--- config.mk ---
export PLATFORM = sky130hd
export DESIGN_NAME = cpu_ctrl_flat
export DESIGN_NICKNAME = d
export VERILOG_FILES = /design/src/rtl/cpu_ctrl_if.sv /design/src/rtl/cpu_ctrl.sv /design/src/flat_wrapper.sv
export SDC_FILE = /design/constraint.sdc
export NUM_CORES = 1
export LEC_CHECK = 0
export CORE_MARGIN = 2
export CORE_UTILIZATION = 48
export DETAILED_ROUTE_END_ITERATION = 8
export PLACE_DENSITY_LB_ADDON = 0.05
export SLEW_MARGIN = 0
export SYNTH_ARGS = -nofsm -noshare
export SYNTH_HDL_FRONTEND = slang
export SYNTH_SLANG_ARGS = --single-unit
--- constraint.sdc ---
create_clock -name clk -period 3 [get_ports clk]
set_input_delay 0.3 -clock clk [delete_from_list [all_inputs] [get_ports clk]]
set_output_delay 0.3 -clock clk [all_outputs]
set_load 0.05 [all_outputs]
--- src/rtl/cpu_ctrl_if.sv ---
// cpu_ctrl_if: bundles the start/load/instruction inputs and every datapath
// control output of cpu_ctrl. The master side (sequencer/bench) drives the
// request signals; the slave side (cpu_ctrl) drives the control strobes.
interface cpu_ctrl_if;
  logic        s;
  logic        load;
  logic [15:0] instr_in;
  logic        w;
  logic [2:0]  readnum;
  logic [2:0]  writenum;
  logic        vsel;
  logic        asel;
  logic        bsel;
  logic        loada;
  logic        loadb;
  logic        loadc;
  logic        loads;
  logic        write;
  logic [1:0]  shift;
  logic [1:0]  ALUop;
  logic [15:0] datapath_in;
  logic        halted;

  modport master (
    output s, load, instr_in,
    input  w, readnum, writenum, vsel, asel, bsel, loada, loadb, loadc,
           loads, write, shift, ALUop, datapath_in, halted
  );

  modport slave (
    input  s, load, instr_in,
    output w, readnum, writenum, vsel, asel, bsel, loada, loadb, loadc,
           loads, write, shift, ALUop, datapath_in, halted
  );
endinterface

--- src/rtl/cpu_ctrl.sv ---
// cpu_ctrl: multi-cycle controller for a simple datapath. Holds the
// instruction register and sequences MOV imm / MOV reg / MVN / ADD / CMP / AND.
// Optional feature macro: CPU_CTRL_ILLEGAL_TRAP_EN -- when defined, an illegal
// encoding traps into HALT (halted=1) until reset; otherwise it is a NOP.
// All outputs are registered from the next state/IR so they line up with the
// state they belong to.
module cpu_ctrl (
  input  logic         clk,
  input  logic         reset,
  cpu_ctrl_if.slave    bus
);

  localparam int unsigned IR_W  = 16;
  localparam int unsigned REG_W = 3;
  localparam int unsigned SEL_W = 2;
  localparam int unsigned IMM_W = 8;

  typedef enum logic [3:0] {
    S_WAIT,
    S_DECODE,
    S_GET_A,
    S_GET_B,
    S_ALU,
    S_CMP,
    S_WRITE_REG,
    S_WRITE_IMM
`ifdef CPU_CTRL_ILLEGAL_TRAP_EN
    , S_HALT
`endif
  } state_t;

  state_t            r_state;
  state_t            w_state_nxt;
  logic [IR_W-1:0]   r_ir;
  logic [IR_W-1:0]   w_ir_nxt;

  // registered outputs
  logic              r_w;
  logic [REG_W-1:0]  r_readnum;
  logic [REG_W-1:0]  r_writenum;
  logic              r_vsel;
  logic              r_asel;
  logic              r_loada;
  logic              r_loadb;
  logic              r_loadc;
  logic              r_loads;
  logic              r_write;
  logic [SEL_W-1:0]  r_shift;
  logic [SEL_W-1:0]  r_aluop;
  logic [IR_W-1:0]   r_datapath_in;
  logic              r_halted;

  // next-cycle output values
  logic              w_w;
  logic [REG_W-1:0]  w_readnum;
  logic [REG_W-1:0]  w_writenum;
  logic              w_vsel;
  logic              w_asel;
  logic              w_loada;
  logic              w_loadb;
  logic              w_loadc;
  logic              w_loads;
  logic              w_write;
  logic [SEL_W-1:0]  w_shift;
  logic [SEL_W-1:0]  w_aluop;
  logic [IR_W-1:0]   w_datapath_in;
  logic              w_halted;

  // routing fields come from the settled IR (stable once out of WAIT)
  logic [2:0]        w_dec_opc;
  logic [1:0]        w_dec_op;
  // output fields come from the IR that will be held next cycle
  logic [2:0]        w_opc;
  logic [1:0]        w_op;
  logic [REG_W-1:0]  w_rn;
  logic [REG_W-1:0]  w_rd;
  logic [SEL_W-1:0]  w_sh;
  logic [REG_W-1:0]  w_rm;
  logic              w_is_movreg;
  logic              w_is_mvn;

  assign w_dec_opc   = r_ir[15:13];
  assign w_dec_op    = r_ir[12:11];
  assign w_opc       = w_ir_nxt[15:13];
  assign w_op        = w_ir_nxt[12:11];
  assign w_rn        = w_ir_nxt[10:8];
  assign w_rd        = w_ir_nxt[7:5];
  assign w_sh        = w_ir_nxt[4:3];
  assign w_rm        = w_ir_nxt[2:0];
  assign w_is_movreg = (w_opc == 3'b110) && (w_op == 2'b00);
  assign w_is_mvn    = (w_opc == 3'b101) && (w_op == 2'b11);

  // next state, IR capture, and Moore output decode of the next state
  always_comb begin
    w_state_nxt   = r_state;
    w_ir_nxt      = r_ir;
    w_w           = 1'b0;
    w_readnum     = '0;
    w_writenum    = '0;
    w_vsel        = 1'b0;
    w_asel        = 1'b0;
    w_loada       = 1'b0;
    w_loadb       = 1'b0;
    w_loadc       = 1'b0;
    w_loads       = 1'b0;
    w_write       = 1'b0;
    w_shift       = '0;
    w_aluop       = '0;
    w_datapath_in = '0;
    w_halted      = 1'b0;

    case (r_state)
      S_WAIT: begin
        if (bus.load) w_ir_nxt = bus.instr_in;
        if (bus.s)    w_state_nxt = S_DECODE;
      end
      S_DECODE: begin
        if (w_dec_opc == 3'b110 && w_dec_op == 2'b10)
          w_state_nxt = S_WRITE_IMM;
        else if ((w_dec_opc == 3'b110 && w_dec_op == 2'b00) ||
                 (w_dec_opc == 3'b101 && w_dec_op == 2'b11))
          w_state_nxt = S_GET_B;
        else if (w_dec_opc == 3'b101)
          w_state_nxt = S_GET_A;
        else
`ifdef CPU_CTRL_ILLEGAL_TRAP_EN
          w_state_nxt = S_HALT;
`else
          w_state_nxt = S_WAIT;
`endif
      end
      S_GET_A:     w_state_nxt = S_GET_B;
      S_GET_B:     w_state_nxt = (w_dec_opc == 3'b101 && w_dec_op == 2'b01) ? S_CMP : S_ALU;
      S_ALU:       w_state_nxt = S_WRITE_REG;
      S_CMP:       w_state_nxt = S_WAIT;
      S_WRITE_REG: w_state_nxt = S_WAIT;
      S_WRITE_IMM: w_state_nxt = S_WAIT;
`ifdef CPU_CTRL_ILLEGAL_TRAP_EN
      S_HALT:      w_state_nxt = S_HALT;
`endif
      default:     w_state_nxt = S_WAIT;
    endcase

    w_datapath_in = {{(IR_W-IMM_W){w_ir_nxt[IMM_W-1]}}, w_ir_nxt[IMM_W-1:0]};

    case (w_state_nxt)
      S_WAIT:      w_w = 1'b1;
      S_GET_A: begin
        w_readnum = w_rn;
        w_loada   = 1'b1;
      end
      S_GET_B: begin
        w_readnum = w_rm;
        w_loadb   = 1'b1;
      end
      S_ALU: begin
        w_shift = w_sh;
        w_loadc = 1'b1;
        w_asel  = w_is_movreg || w_is_mvn;
        w_aluop = w_is_movreg ? 2'b00 : w_op;
      end
      S_CMP: begin
        w_shift = w_sh;
        w_aluop = 2'b01;
        w_loads = 1'b1;
      end
      S_WRITE_REG: begin
        w_writenum = w_rd;
        w_write    = 1'b1;
      end
      S_WRITE_IMM: begin
        w_writenum = w_rn;
        w_vsel     = 1'b1;
        w_write    = 1'b1;
      end
`ifdef CPU_CTRL_ILLEGAL_TRAP_EN
      S_HALT:      w_halted = 1'b1;
`endif
      default: ;
    endcase
  end

  // state, IR and output registers; reset wins over s and load
  always_ff @(posedge clk) begin
    if (reset) begin
      r_state       <= S_WAIT;
      r_ir          <= '0;
      r_w           <= 1'b1;
      r_readnum     <= '0;
      r_writenum    <= '0;
      r_vsel        <= 1'b0;
      r_asel        <= 1'b0;
      r_loada       <= 1'b0;
      r_loadb       <= 1'b0;
      r_loadc       <= 1'b0;
      r_loads       <= 1'b0;
      r_write       <= 1'b0;
      r_shift       <= '0;
      r_aluop       <= '0;
      r_datapath_in <= '0;
      r_halted      <= 1'b0;
    end else begin
      r_state       <= w_state_nxt;
      r_ir          <= w_ir_nxt;
      r_w           <= w_w;
      r_readnum     <= w_readnum;
      r_writenum    <= w_writenum;
      r_vsel        <= w_vsel;
      r_asel        <= w_asel;
      r_loada       <= w_loada;
      r_loadb       <= w_loadb;
      r_loadc       <= w_loadc;
      r_loads       <= w_loads;
      r_write       <= w_write;
      r_shift       <= w_shift;
      r_aluop       <= w_aluop;
      r_datapath_in <= w_datapath_in;
      r_halted      <= w_halted;
    end
  end

  assign bus.w           = r_w;
  assign bus.readnum     = r_readnum;
  assign bus.writenum    = r_writenum;
  assign bus.vsel        = r_vsel;
  assign bus.asel        = r_asel;
  assign bus.bsel        = 1'b0;
  assign bus.loada       = r_loada;
  assign bus.loadb       = r_loadb;
  assign bus.loadc       = r_loadc;
  assign bus.loads       = r_loads;
  assign bus.write       = r_write;
  assign bus.shift       = r_shift;
  assign bus.ALUop       = r_aluop;
  assign bus.datapath_in = r_datapath_in;
  assign bus.halted      = r_halted;

endmodule

--- src/flat_wrapper.sv ---
// flat-port wrapper written by rule: the top's interface ports become plain ports
module cpu_ctrl_flat 
  (clk, reset, bus_s, bus_load, bus_instr_in, bus_w, bus_readnum, bus_writenum, bus_vsel, bus_asel, bus_bsel, bus_loada, bus_loadb, bus_loadc, bus_loads, bus_write, bus_shift, bus_ALUop, bus_datapath_in, bus_halted);
  cpu_ctrl_if bus_i ();
  input  logic clk;
  input  logic reset;
  input wire logic [$bits(bus_i.s)-1:0] bus_s;
  input wire logic [$bits(bus_i.load)-1:0] bus_load;
  input wire logic [$bits(bus_i.instr_in)-1:0] bus_instr_in;
  output wire logic [$bits(bus_i.w)-1:0] bus_w;
  output wire logic [$bits(bus_i.readnum)-1:0] bus_readnum;
  output wire logic [$bits(bus_i.writenum)-1:0] bus_writenum;
  output wire logic [$bits(bus_i.vsel)-1:0] bus_vsel;
  output wire logic [$bits(bus_i.asel)-1:0] bus_asel;
  output wire logic [$bits(bus_i.bsel)-1:0] bus_bsel;
  output wire logic [$bits(bus_i.loada)-1:0] bus_loada;
  output wire logic [$bits(bus_i.loadb)-1:0] bus_loadb;
  output wire logic [$bits(bus_i.loadc)-1:0] bus_loadc;
  output wire logic [$bits(bus_i.loads)-1:0] bus_loads;
  output wire logic [$bits(bus_i.write)-1:0] bus_write;
  output wire logic [$bits(bus_i.shift)-1:0] bus_shift;
  output wire logic [$bits(bus_i.ALUop)-1:0] bus_ALUop;
  output wire logic [$bits(bus_i.datapath_in)-1:0] bus_datapath_in;
  output wire logic [$bits(bus_i.halted)-1:0] bus_halted;
  assign bus_i.s = bus_s;
  assign bus_i.load = bus_load;
  assign bus_i.instr_in = bus_instr_in;
  assign bus_w = bus_i.w;
  assign bus_readnum = bus_i.readnum;
  assign bus_writenum = bus_i.writenum;
  assign bus_vsel = bus_i.vsel;
  assign bus_asel = bus_i.asel;
  assign bus_bsel = bus_i.bsel;
  assign bus_loada = bus_i.loada;
  assign bus_loadb = bus_i.loadb;
  assign bus_loadc = bus_i.loadc;
  assign bus_loads = bus_i.loads;
  assign bus_write = bus_i.write;
  assign bus_shift = bus_i.shift;
  assign bus_ALUop = bus_i.ALUop;
  assign bus_datapath_in = bus_i.datapath_in;
  assign bus_halted = bus_i.halted;
  cpu_ctrl u_core (.clk(clk), .reset(reset), .bus(bus_i));
endmodule
==> results.json <==
{
  "status": "completed",
  "postSynthCellCount": 177,
  "cp.arrival_ns": 1.70,
  "track_usage": 0.175,
  "p_int_uw": 857,
  "synth_largest_area_cell": "dfxtp_1",
  "drive_above_1_share": 0.0698,
  "fin_skew_ns": 0.0104,
  "clock_path_buffers": 2,
  "syn_area_per_cell_um2": 9.28,
  "grt_max_degree": 19,
  "critical-path-top-delay-family": "buffers and inverters",
  "clk_latency_ns": 0.35,
  "synth_seq_cells": 38,
  "finalMaxSlewViolations": 0,
  "routed_wirelength_um": 3270,
  "n_antenna_cell": 0,
  "grt_pass1_vias": 1250,
  "yosys_warnings": 0,
  "maxCapViolCount": 0,
  "fp-row-count": 21,
  "worstSetupPathType": "reg2out",
  "cts_htree_levels": 2,
  "p_comb_frac": 0.132,
  "synth_cell_types": 39,
  "grt_overflow": 0,
  "holdCritPathClass": "reg2reg",
  "switching_share": 0.237,
  "cts_resized": 0,
  "synth.area.top_cells": "dfxtp_1 46%, buf_4 8.2%, mux2i_1 5.5%",
  "place.gp.congestion": 0.759,
  "finalCritPeriodShare": 0.668,
  "yosysSeqAreaShare": 0.463,
  "switchingPower_uw": 267,
  "post_cts_buffers": 0,
  "die_area_um2": 3910,
  "critical_path_peak_fanout": 10,
  "worstMarginPinSlew_ns": 0.622,
  "rsz0062_at_grt": "no",
  "clkTransAtPathRegs_ns": 0.11,
  "cp_slowest_cell": "clkdlybuf4s50_1",
  "holdBufCountCts": 0,
  "cts_tree": "done",
  "crit_chain": "clkdlybuf4s50_1",
  "hold_viol": 0,
  "slew_headroom": 0.582,
  "vias": 1316,
  "post_drt_wl_per_cell_um": 12.5,
  "chipHeight_um": 62.5,
  "end_kind": "output pin",
  "grt_pass1_wl_um": 5490,
  "numCtsBuffers": 5,
  "dr.first_iter.drc_count": 56,
  "crit_buf_inv": 1,
  "startpoint_type": "register",
  "dr.pass1.iters": 4,
  "finalSetupViolCount": 0,
  "period_needed_ns": 2.00,
  "syn-cell-area_um2": 1640,
  "io_buffers": 53,
  "cts.sinks": 38,
  "ios": 56,
  "ant_nets": 0,
  "setup_tns_ns": 0,
  "final_util": 0.652,
  "required_ns": 2.70,
  "nets": 234,
  "antenna_found_initial": 0,
  "fp.dieW_um": 62.5,
  "clock-root-buffer": "clkbuf_4",
  "power_frac_clock": 0.400,
  "p_leak_uw": 0.000790,
  "p_seq_frac": 0.468,
  "slowest_delay_ns": 0.87,
  "start_util": 0.496,
  "dpl.hpwl_um": 2450,
  "drcViolationCount": 0,
  "yosys.area.top_type_share": 0.463,
  "vdd_drop_max_v": 0.000461,
  "powerDensity_nw_per_um2": 521,
  "area_delta_synth_final_pct": 31.5,
  "vias_per_cell": 5.04,
  "max_freq_mhz": 499,
  "core_area_um2": 3310
}
## per-stage QoR
step	setup slack, ns	cell area (um2)	hold slack [ns]	instances	total power [uW]
after global placement	1.13	2050	0.490	253	684
final	0.997	2160	0.525	261	1120
after CTS	0.970	2160	0.522	261	1130
after detailed placement	1.03	2050	0.505	253	687
after floorplan	1.27	1650	0.380	179	651
after global routing	0.912	2160	0.555	261	1170
## Yosys cell counts, drive strengths merged
cell,count
and4b,2
o211ai,1
nor3,5
a211o,1
nand4,2
a31o,1
inv,6
o21ba,1
dfxtp,38
o41ai,1
o21ai,10
clkbuf,4
o221a,1
a21oi,13
a211oi,2
mux2i,9
nor4,2
or3b,1
nand3,8
nand2b,6
buf,22
nor3b,2
o2111ai,1
nand2,6
and2,1
nor2b,1
nor2,23
o31ai,2
conb,1
nand3b,2
or4,2
## cells in the final DEF (no fill, tap or decap), types with 2 or more instances in the layout
cell type	Yosys	routed
clkbuf_4	0	5
nand3_1	8	8
a21oi_1	13	13
o21ai_0	5	5
inv_1	5	5
mux2i_1	9	9
and4b_1	2	2
dfxtp_1	38	38
o21ai_1	5	5
clkdlybuf4s50_1	0	53
nor3b_1	2	2
o31ai_2	2	2
conb_1	1	3
nor3_1	5	5
bufinv_16	0	2
nor2_1	22	22
nand2_1	6	6
nand4_1	2	2
a211oi_1	2	2
nand3b_1	2	2
nand2b_1	6	6
## registers in the layout, indices dropped and copies added, names as in the netlist
name                 count
u_core.bus.ALUop         2
u_core.bus.loadb         1
u_core.r_ir             16
u_core.bus.loada         1
u_core.bus.asel          1
u_core.bus.shift         2
u_core.bus.write         1
u_core.bus.loads         1
u_core.bus.writenum      3
u_core.bus.readnum       3
u_core.bus.loadc         1
u_core.bus.vsel          1
u_core.r_state           4
u_core.bus.w             1
## per-layer routing
| metal | up-vias | GRT usage | part of all wire |
|---|---|---|---|
| met2 | 43 | 0.308 | 0.48 |
| met3 | 8 | 0.0432 | 0.063 |
| met4 | 0 | 0.0833 | 0.020 |
| met1 | 598 | 0.198 | 0.44 |
| li1 | 667 | - | - |
| met5 | - | 0 | 0 |
## logic make-up after synthesis
family | after synthesis | synth area share
flip-flops | 38 | 0.463
other | 1 | 0.00228
buffers and inverters | 32 | 0.134
multiplexers | 9 | 0.0548
AND/OR/NAND/NOR | 63 | 0.212
AO/OA/AOI/OAI | 34 | 0.133
## worst min-delay path, stage by stage, from the launching register on
cell     delay (ns)
dfxtp_1        0.37
nand2_1        0.07
a21oi_1        0.05
## worst paths after layout
check | depth (start not counted) | end | startpoint | slack (ns)
worst max register to register | 5 | u_core.bus.writenum[2]$_SDFF_PP0_ | u_core.r_state[0]$_SDFF_PP0_ | 1.16
worst max-delay path | 1 | bus_datapath_in[10] | u_core.r_ir[7]$_SDFF_PP0_ | 1.0
worst min register to register | 2 | u_core.r_ir[15]$_SDFF_PP0_ | u_core.r_ir[15]$_SDFF_PP0_ | 0.52
worst min-delay path | 2 | u_core.r_ir[15]$_SDFF_PP0_ | u_core.r_ir[15]$_SDFF_PP0_ | 0.52
## area by class of cell
cell class	count	area, um2
clock buffers	6	51.3
clock inverters	2	60.1
fillers	295	1150
inverters	6	22.5
multi-input cells	109	669
flip-flops and latches	38	761
well taps	46	57.6
repair buffers	54	538
## power by group through the flow
stage               sequential (uW)  combinational (uW)  clock (uW)
global placement                537                 147           0
finish                          527                 148         449
CTS                             527                 149         457
global route                    529                 159         480
detailed placement              538                 149           0
floorplan                       537                 114           0
No activity file was read; power rests on OpenSTA's default activity.
